$ cat config.mk
export PLATFORM = sky130hd
export DESIGN_NAME = car_request_conditioner
export DESIGN_NICKNAME = d
export VERILOG_FILES = /design/src/rtl/car_request_conditioner_pkg.sv /design/src/rtl/car_request_conditioner_lane_debouncer.sv /design/src/rtl/car_request_conditioner.sv
export SDC_FILE = /design/constraint.sdc
export NUM_CORES = 1
export LEC_CHECK = 0
export CAP_MARGIN = 20
export CORE_MARGIN = 2
export CORE_UTILIZATION = 30
export CTS_BUF_LIST = sky130_fd_sc_hd__clkbuf_16
export CTS_CLUSTER_SIZE = 24
export DETAILED_ROUTE_END_ITERATION = 8
export SYNTH_ARGS = -nofsm -noshare
export SYNTH_HDL_FRONTEND = slang
export SYNTH_SLANG_ARGS = --single-unit
$ cat constraint.sdc
create_clock -name CLOCK_50 -period 2.18 [get_ports CLOCK_50]
set_input_delay 0.654 -clock CLOCK_50 [delete_from_list [all_inputs] [get_ports CLOCK_50]]
set_output_delay 0.654 -clock CLOCK_50 [all_outputs]
set_load 0.005 [all_outputs]
$ cat src/rtl/car_request_conditioner_pkg.sv
// Shared constants for the car request conditioner: lane indices and timing defaults
// derived from the 50 MHz divider constant used by the intersection controller.
package car_request_conditioner_pkg;

  localparam int NUM_LANES = 2;
  localparam int LANE_N    = 0;
  localparam int LANE_E    = 1;

  // Same terminal count as the controller's 1 Hz divider.
  localparam logic [31:0] CNT_MAX = 32'd49_999_999;

  // 20 ms debounce and 60 s stuck timeout at 50 MHz.
  localparam int          DEB_CYCLES_DEF   = int'((CNT_MAX + 32'd1) / 32'd50);
  localparam logic [31:0] STUCK_CYCLES_DEF = (CNT_MAX + 32'd1) * 32'd60;

endpackage

$ cat src/rtl/car_request_conditioner_lane_debouncer.sv
// One sensor lane: two-flop synchroniser, stable-count debouncer, debounced level
// and a registered rising-edge pulse.
module lane_debouncer #(
  parameter int DEB_CYCLES = 4
) (
  input  logic CLOCK_50,
  input  logic rst_n,
  input  logic sw_async,
  output logic lvl,
  output logic rise
);

  localparam int CNT_W = $clog2(DEB_CYCLES);
  localparam logic [CNT_W-1:0] CNT_LAST = CNT_W'(DEB_CYCLES - 1);

  logic             sw_meta;
  logic             sw_sync;
  logic [CNT_W-1:0] cnt;

  always_ff @(posedge CLOCK_50 or negedge rst_n) begin
    if (!rst_n) begin
      sw_meta <= 1'b0;
      sw_sync <= 1'b0;
      cnt     <= '0;
      lvl     <= 1'b0;
      rise    <= 1'b0;
    end else begin
      sw_meta <= sw_async;
      sw_sync <= sw_meta;
      rise    <= 1'b0;
      if (sw_sync == lvl) begin
        cnt <= '0;
      end else if (cnt == CNT_LAST) begin
        // Level flips together with the edge pulse so RISE marks the first high cycle.
        lvl  <= sw_sync;
        rise <= sw_sync;
        cnt  <= '0;
      end else begin
        cnt <= cnt + 1'b1;
      end
    end
  end

endmodule

$ cat src/rtl/car_request_conditioner.sv
// Per-lane sensor conditioning feeding the controller's car-present inputs.
// Optional stuck-sensor detection is compiled in with STUCK_DETECT_EN.
module car_request_conditioner
  import car_request_conditioner_pkg::*;
#(
  parameter int          DEB_CYCLES   = DEB_CYCLES_DEF,
  parameter logic [31:0] STUCK_CYCLES = STUCK_CYCLES_DEF
) (
  input  logic                 CLOCK_50,
  input  logic [0:0]           KEY,
  input  logic [NUM_LANES-1:0] SW,
  input  logic [NUM_LANES-1:0] SERVE,
  output logic [NUM_LANES-1:0] LVL,
  output logic [NUM_LANES-1:0] RISE,
  output logic [NUM_LANES-1:0] REQ,
  output logic [NUM_LANES-1:0] STUCK
);

  logic rst_n;
  assign rst_n = KEY[0];

  if (DEB_CYCLES < 2 || STUCK_CYCLES == 32'd0) begin : g_bad_params
    $error("car_request_conditioner: DEB_CYCLES must be >= 2 and STUCK_CYCLES nonzero");
  end

  for (genvar gi = 0; gi < NUM_LANES; gi++) begin : g_lane
    lane_debouncer #(
      .DEB_CYCLES(DEB_CYCLES)
    ) u_deb (
      .CLOCK_50(CLOCK_50),
      .rst_n   (rst_n),
      .sw_async(SW[gi]),
      .lvl     (LVL[gi]),
      .rise    (RISE[gi])
    );
  end

`ifdef STUCK_DETECT_EN
  logic [31:0]          stuck_cnt     [NUM_LANES];
  logic [31:0]          stuck_cnt_nxt [NUM_LANES];
  logic [NUM_LANES-1:0] stuck_nxt;

  always_comb begin
    stuck_nxt = '0;
    for (int i = 0; i < NUM_LANES; i++) begin
      stuck_cnt_nxt[i] = 32'd0;
      if (LVL[i]) begin
        stuck_cnt_nxt[i] = (stuck_cnt[i] == STUCK_CYCLES) ? stuck_cnt[i] : stuck_cnt[i] + 32'd1;
      end
      stuck_nxt[i] = (stuck_cnt_nxt[i] == STUCK_CYCLES);
    end
  end

  // A stuck lane never requests service, even on a fresh rising edge.
  always_ff @(posedge CLOCK_50 or negedge rst_n) begin
    if (!rst_n) begin
      for (int i = 0; i < NUM_LANES; i++) stuck_cnt[i] <= 32'd0;
      STUCK <= '0;
      REQ   <= '0;
    end else begin
      for (int i = 0; i < NUM_LANES; i++) stuck_cnt[i] <= stuck_cnt_nxt[i];
      STUCK <= stuck_nxt;
      REQ   <= (RISE | (REQ & ~SERVE)) & ~STUCK;
    end
  end
`else
  assign STUCK = '0;

  // Set has priority over SERVE so a car arriving on the green edge is not lost.
  always_ff @(posedge CLOCK_50 or negedge rst_n) begin
    if (!rst_n) begin
      REQ <= '0;
    end else begin
      REQ <= RISE | (REQ & ~SERVE);
    end
  end
`endif

endmodule

==> flow_metrics.env, run 1 <==
export IMPL_dp_cells=346
export IMPL_p_int_mw=1.38
export IMPL_fill_cells=767
export IMPL_slew_violations=0
export IMPL_hold_path_class="input port to async pin"
export IMPL_coreArea_mm2=0.00773
export IMPL_cts_sink_count=50
export IMPL_synth_xor_area_share_pct=8.45
export IMPL_hold_viol=0
export IMPL_synth_cell_types=32
export IMPL_gp_congestion=0.730
export IMPL_critPathMaxStageDelay_ns=0.58
export IMPL_power_mw=1.76
export IMPL_worst_ep_required_time_ns=2.39
export IMPL_grt_max_degree=26
export IMPL_synth_edff_count=0
export IMPL_async_flop_share_pct=100
export IMPL_crit_fanout=7
export IMPL_dieArea_mm2=0.00868
export IMPL_avgRoutedWirePerCell_um=12.0
export IMPL_port_buffers=11
export IMPL_layout_drive_gt1_share_pct=9.52
export IMPL_synth_top_flop_cell="dfrtp_1"
export IMPL_yosys_warnings=0
export IMPL_ys_top_cells_by_area="dfrtp_1 52%, xnor2_1 5.5%, nor2_1 4.1%"
export IMPL_viasPerCell=4.82
export IMPL_num_io_pins=14
export IMPL_cts_inserted_buffers=5
export IMPL_clkPwrFrac_pct=42.3
export IMPL_worstSetupEndpointType="register"
export IMPL_seq_area_mm2=0.00125
export IMPL_critical_path_class="register to register"
export IMPL_total_leakage_power_nw=1.07
export IMPL_cp_arrival_ns=2.25
export IMPL_yosysTopAreaCellShare_pct=52.5
export IMPL_setup_slack_ns=0.145
export IMPL_synthAdderAreaFrac_pct=1.05
export IMPL_drc_errors=0
export IMPL_critPathSlowestCell="or4_4"
export IMPL_max_cap_violations=0
export IMPL_area_growth_pct=14.6
export IMPL_row_count=32
export IMPL_placed_area_mm2=0.00258
export IMPL_sw_frac_of_total_pct=21.5
export IMPL_finalSetupViolCount=0
export IMPL_critPathLaunchType="register"
export IMPL_netlist_area_mm2=0.00238
export IMPL_crit_start="g_lane[0].u_deb.cnt[0]"
export IMPL_clock_fmax_ghz=0.492
export IMPL_synth_simple_area_share_pct=23.8
export IMPL_switching_power_mw=0.379
export IMPL_layout_cells_non_filler=354
export IMPL_grt_pass1_wl_mm=7.56
export IMPL_h_tree_depth=2
export IMPL_tns_ns=0
export IMPL_cts_resized=0
export IMPL_antenna_left=0
export IMPL_start_util_pct=30.9
export IMPL_syn_inst=241
export IMPL_drtIter0Drc=61
export IMPL_r2r_start="g_lane[0].u_deb.cnt[0]"
export IMPL_r2r_cells=5
export IMPL_dp_slack_ns=0.0649
export IMPL_ir_worst_vdd_v=0.000256
export IMPL_groute_usage_overall_pct=11.1
export IMPL_post_cts_buffers=0
export IMPL_n_antenna_cell=0
export IMPL_clk_insertion_delay_late_ns=0.29
export IMPL_period_needed_ns=2.03
export IMPL_antenna_found_initial=0
export IMPL_final_util_pct=35.4
export IMPL_synth_compound_area_share_pct=7.92
export IMPL_nNetsFinal=259
export IMPL_die_w_um=93.2
export IMPL_combinationalPowerShare_pct=3.6
export IMPL_yosys_cell_count_top_type="dfrtp_1"
export IMPL_seq_area_frac_synth_pct=52.5
export IMPL_multiInputGateArea_mm2=0.00103
export IMPL_power_density_mw_per_mm2=644
export IMPL_dp_hpwl_mm=2.93
export IMPL_tritoncts="yes"
export IMPL_vias=1705
export IMPL_overflow=0
export IMPL_grt_pass1_vias=1643
export IMPL_clock_root_buffer="clkbuf_16"
export IMPL_fin_crit_sh_pct=93.3
export IMPL_worstPathCellList="ha_1 -> nand2_1 -> or4_4 -> or4_1 -> a21oi_1"
export IMPL_cts_hold_buf=0
export IMPL_ys_top_cells_by_count="50 x dfrtp_1, 26 x nor2_1, 15 x a21oi_1, 15 x nand3_1, 15 x xnor2_1"
export IMPL_avgSynthCellArea_um2=9.90
export IMPL_wirelength_mm=4.24
export IMPL_hold_worst_slack_ns=0.351
export IMPL_p_seq_share_pct=54.2
export IMPL_firstDrtPassIters=4
export IMPL_rsz0062_at_grt="false"
export IMPL_synthMuxAreaShare_pct=0.944
export IMPL_synth_top_family_by_area="simple AND/OR/NAND/NOR gates"
export IMPL_die_y_um=93.2
export IMPL_fin_worst_skew_ns=0.00715
export IMPL_clockBufferDepth=2
export IMPL_finalInstanceArea_mm2=0.00273
export IMPL_ys_seq_elements=50
export IMPL_yosys_area_top_type="dfrtp_1"
export IMPL_status="finished clean"
export IMPL_cts_reportedPaths_clkPinSlew_ns=0.07
-- sequential cells by signal (all words and copies together), names as in the netlist --
| name | flops |
|---|---|
| g_lane.u_deb.cnt | 40 |
| g_lane.u_deb.sw_meta | 2 |
| g_lane.u_deb.rise | 2 |
| REQ | 2 |
| g_lane.u_deb.sw_sync | 2 |
| g_lane.u_deb.lvl | 2 |
-- worst paths after layout --
| kind | end | slack, ns |
|---|---|---|
| max in group asynchronous | g_lane[1].u_deb.cnt[17] | 1.57 |
| hold / removal | g_lane[0].u_deb.sw_sync | 0.35 |
| setup reg to reg | g_lane[0].u_deb.cnt[18] | 0.15 |
| setup / recovery | g_lane[0].u_deb.cnt[18] | 0.15 |
| hold reg to reg | g_lane[0].u_deb.sw_sync | 0.35 |
| min in group CLOCK_50 | g_lane[0].u_deb.sw_sync | 0.35 |
-- area by class of cell --
| class | instances | area share (%) |
|---|---|---|
| sequential | 50 | 45.8 |
| timing repair buffer | 16 | 5.22 |
| multi-input combinational | 166 | 37.5 |
| clock buffer | 5 | 4.58 |
| clock inverter | 3 | 0.595 |
| tap | 102 | 4.67 |
| inverter | 12 | 1.65 |
-- power by group through the flow --
stage | sequential [mW] | combinational [mW] | clock, mW
2_1_floorplan | 0.969 | 0.0315 | 0
3_3_place_gp | 0.970 | 0.0653 | 0
3_5_place_dp | 0.971 | 0.0657 | 0
4_1_cts | 0.954 | 0.0662 | 0.771
5_1_grt | 0.955 | 0.0733 | 0.813
6_report | 0.954 | 0.0627 | 0.744
-- cell families after synthesis --
kind of cell    Yosys count
xor+xnor                 23
buf+inv                  26
fa+ha+maj                 2
compound gates           33
other cells               1
mux                       2
flops                    50
simple gates            104
-- metal layers --
layer	up-vias	wire (µm)	global-route usage (%)
met5	-	0	0
met2	24	2050	17.6
met1	828	1960	14.4
met4	0	86	4.78
li1	847	-	-
met3	6	154	2.90
-- layout by cell type, fill, tap and decap left out, types with 8 or more instances in the layout --
| master | count |
|---|---|
| o21ai_0 | 9 |
| nand2_1 | 14 |
| dfrtp_1 | 50 |
| clkdlybuf4s50_1 | 10 |
| nand3_1 | 15 |
| a21oi_1 | 15 |
| nor3_1 | 8 |
| or3_1 | 11 |
| xnor2_1 | 15 |
| nor2_1 | 26 |
| inv_1 | 12 |
| xor2_1 | 8 |
-- worst max-delay path, delay by kind of cell, from the launching register on --
kind	cells	cell delay (ns)
flops	1	0.40
fa+ha+maj	1	0.22
simple gates	3	1.19
compound gates	1	0.15
Power figures use the tool's default switching activity.
==> inputs of run 2 (changes only) <==
--- a/config.mk
+++ b/config.mk
@@ -11,6 +11,8 @@
 export CTS_BUF_LIST = sky130_fd_sc_hd__clkbuf_16
 export CTS_CLUSTER_SIZE = 24
 export DETAILED_ROUTE_END_ITERATION = 8
+export SLEW_MARGIN = 0
 export SYNTH_ARGS = -nofsm -noshare
 export SYNTH_HDL_FRONTEND = slang
 export SYNTH_SLANG_ARGS = --single-unit
+export TNS_END_PERCENT = 20
==> results of run 2 <==
The final DEF is identical to that of run 1; final timing and power are the same.
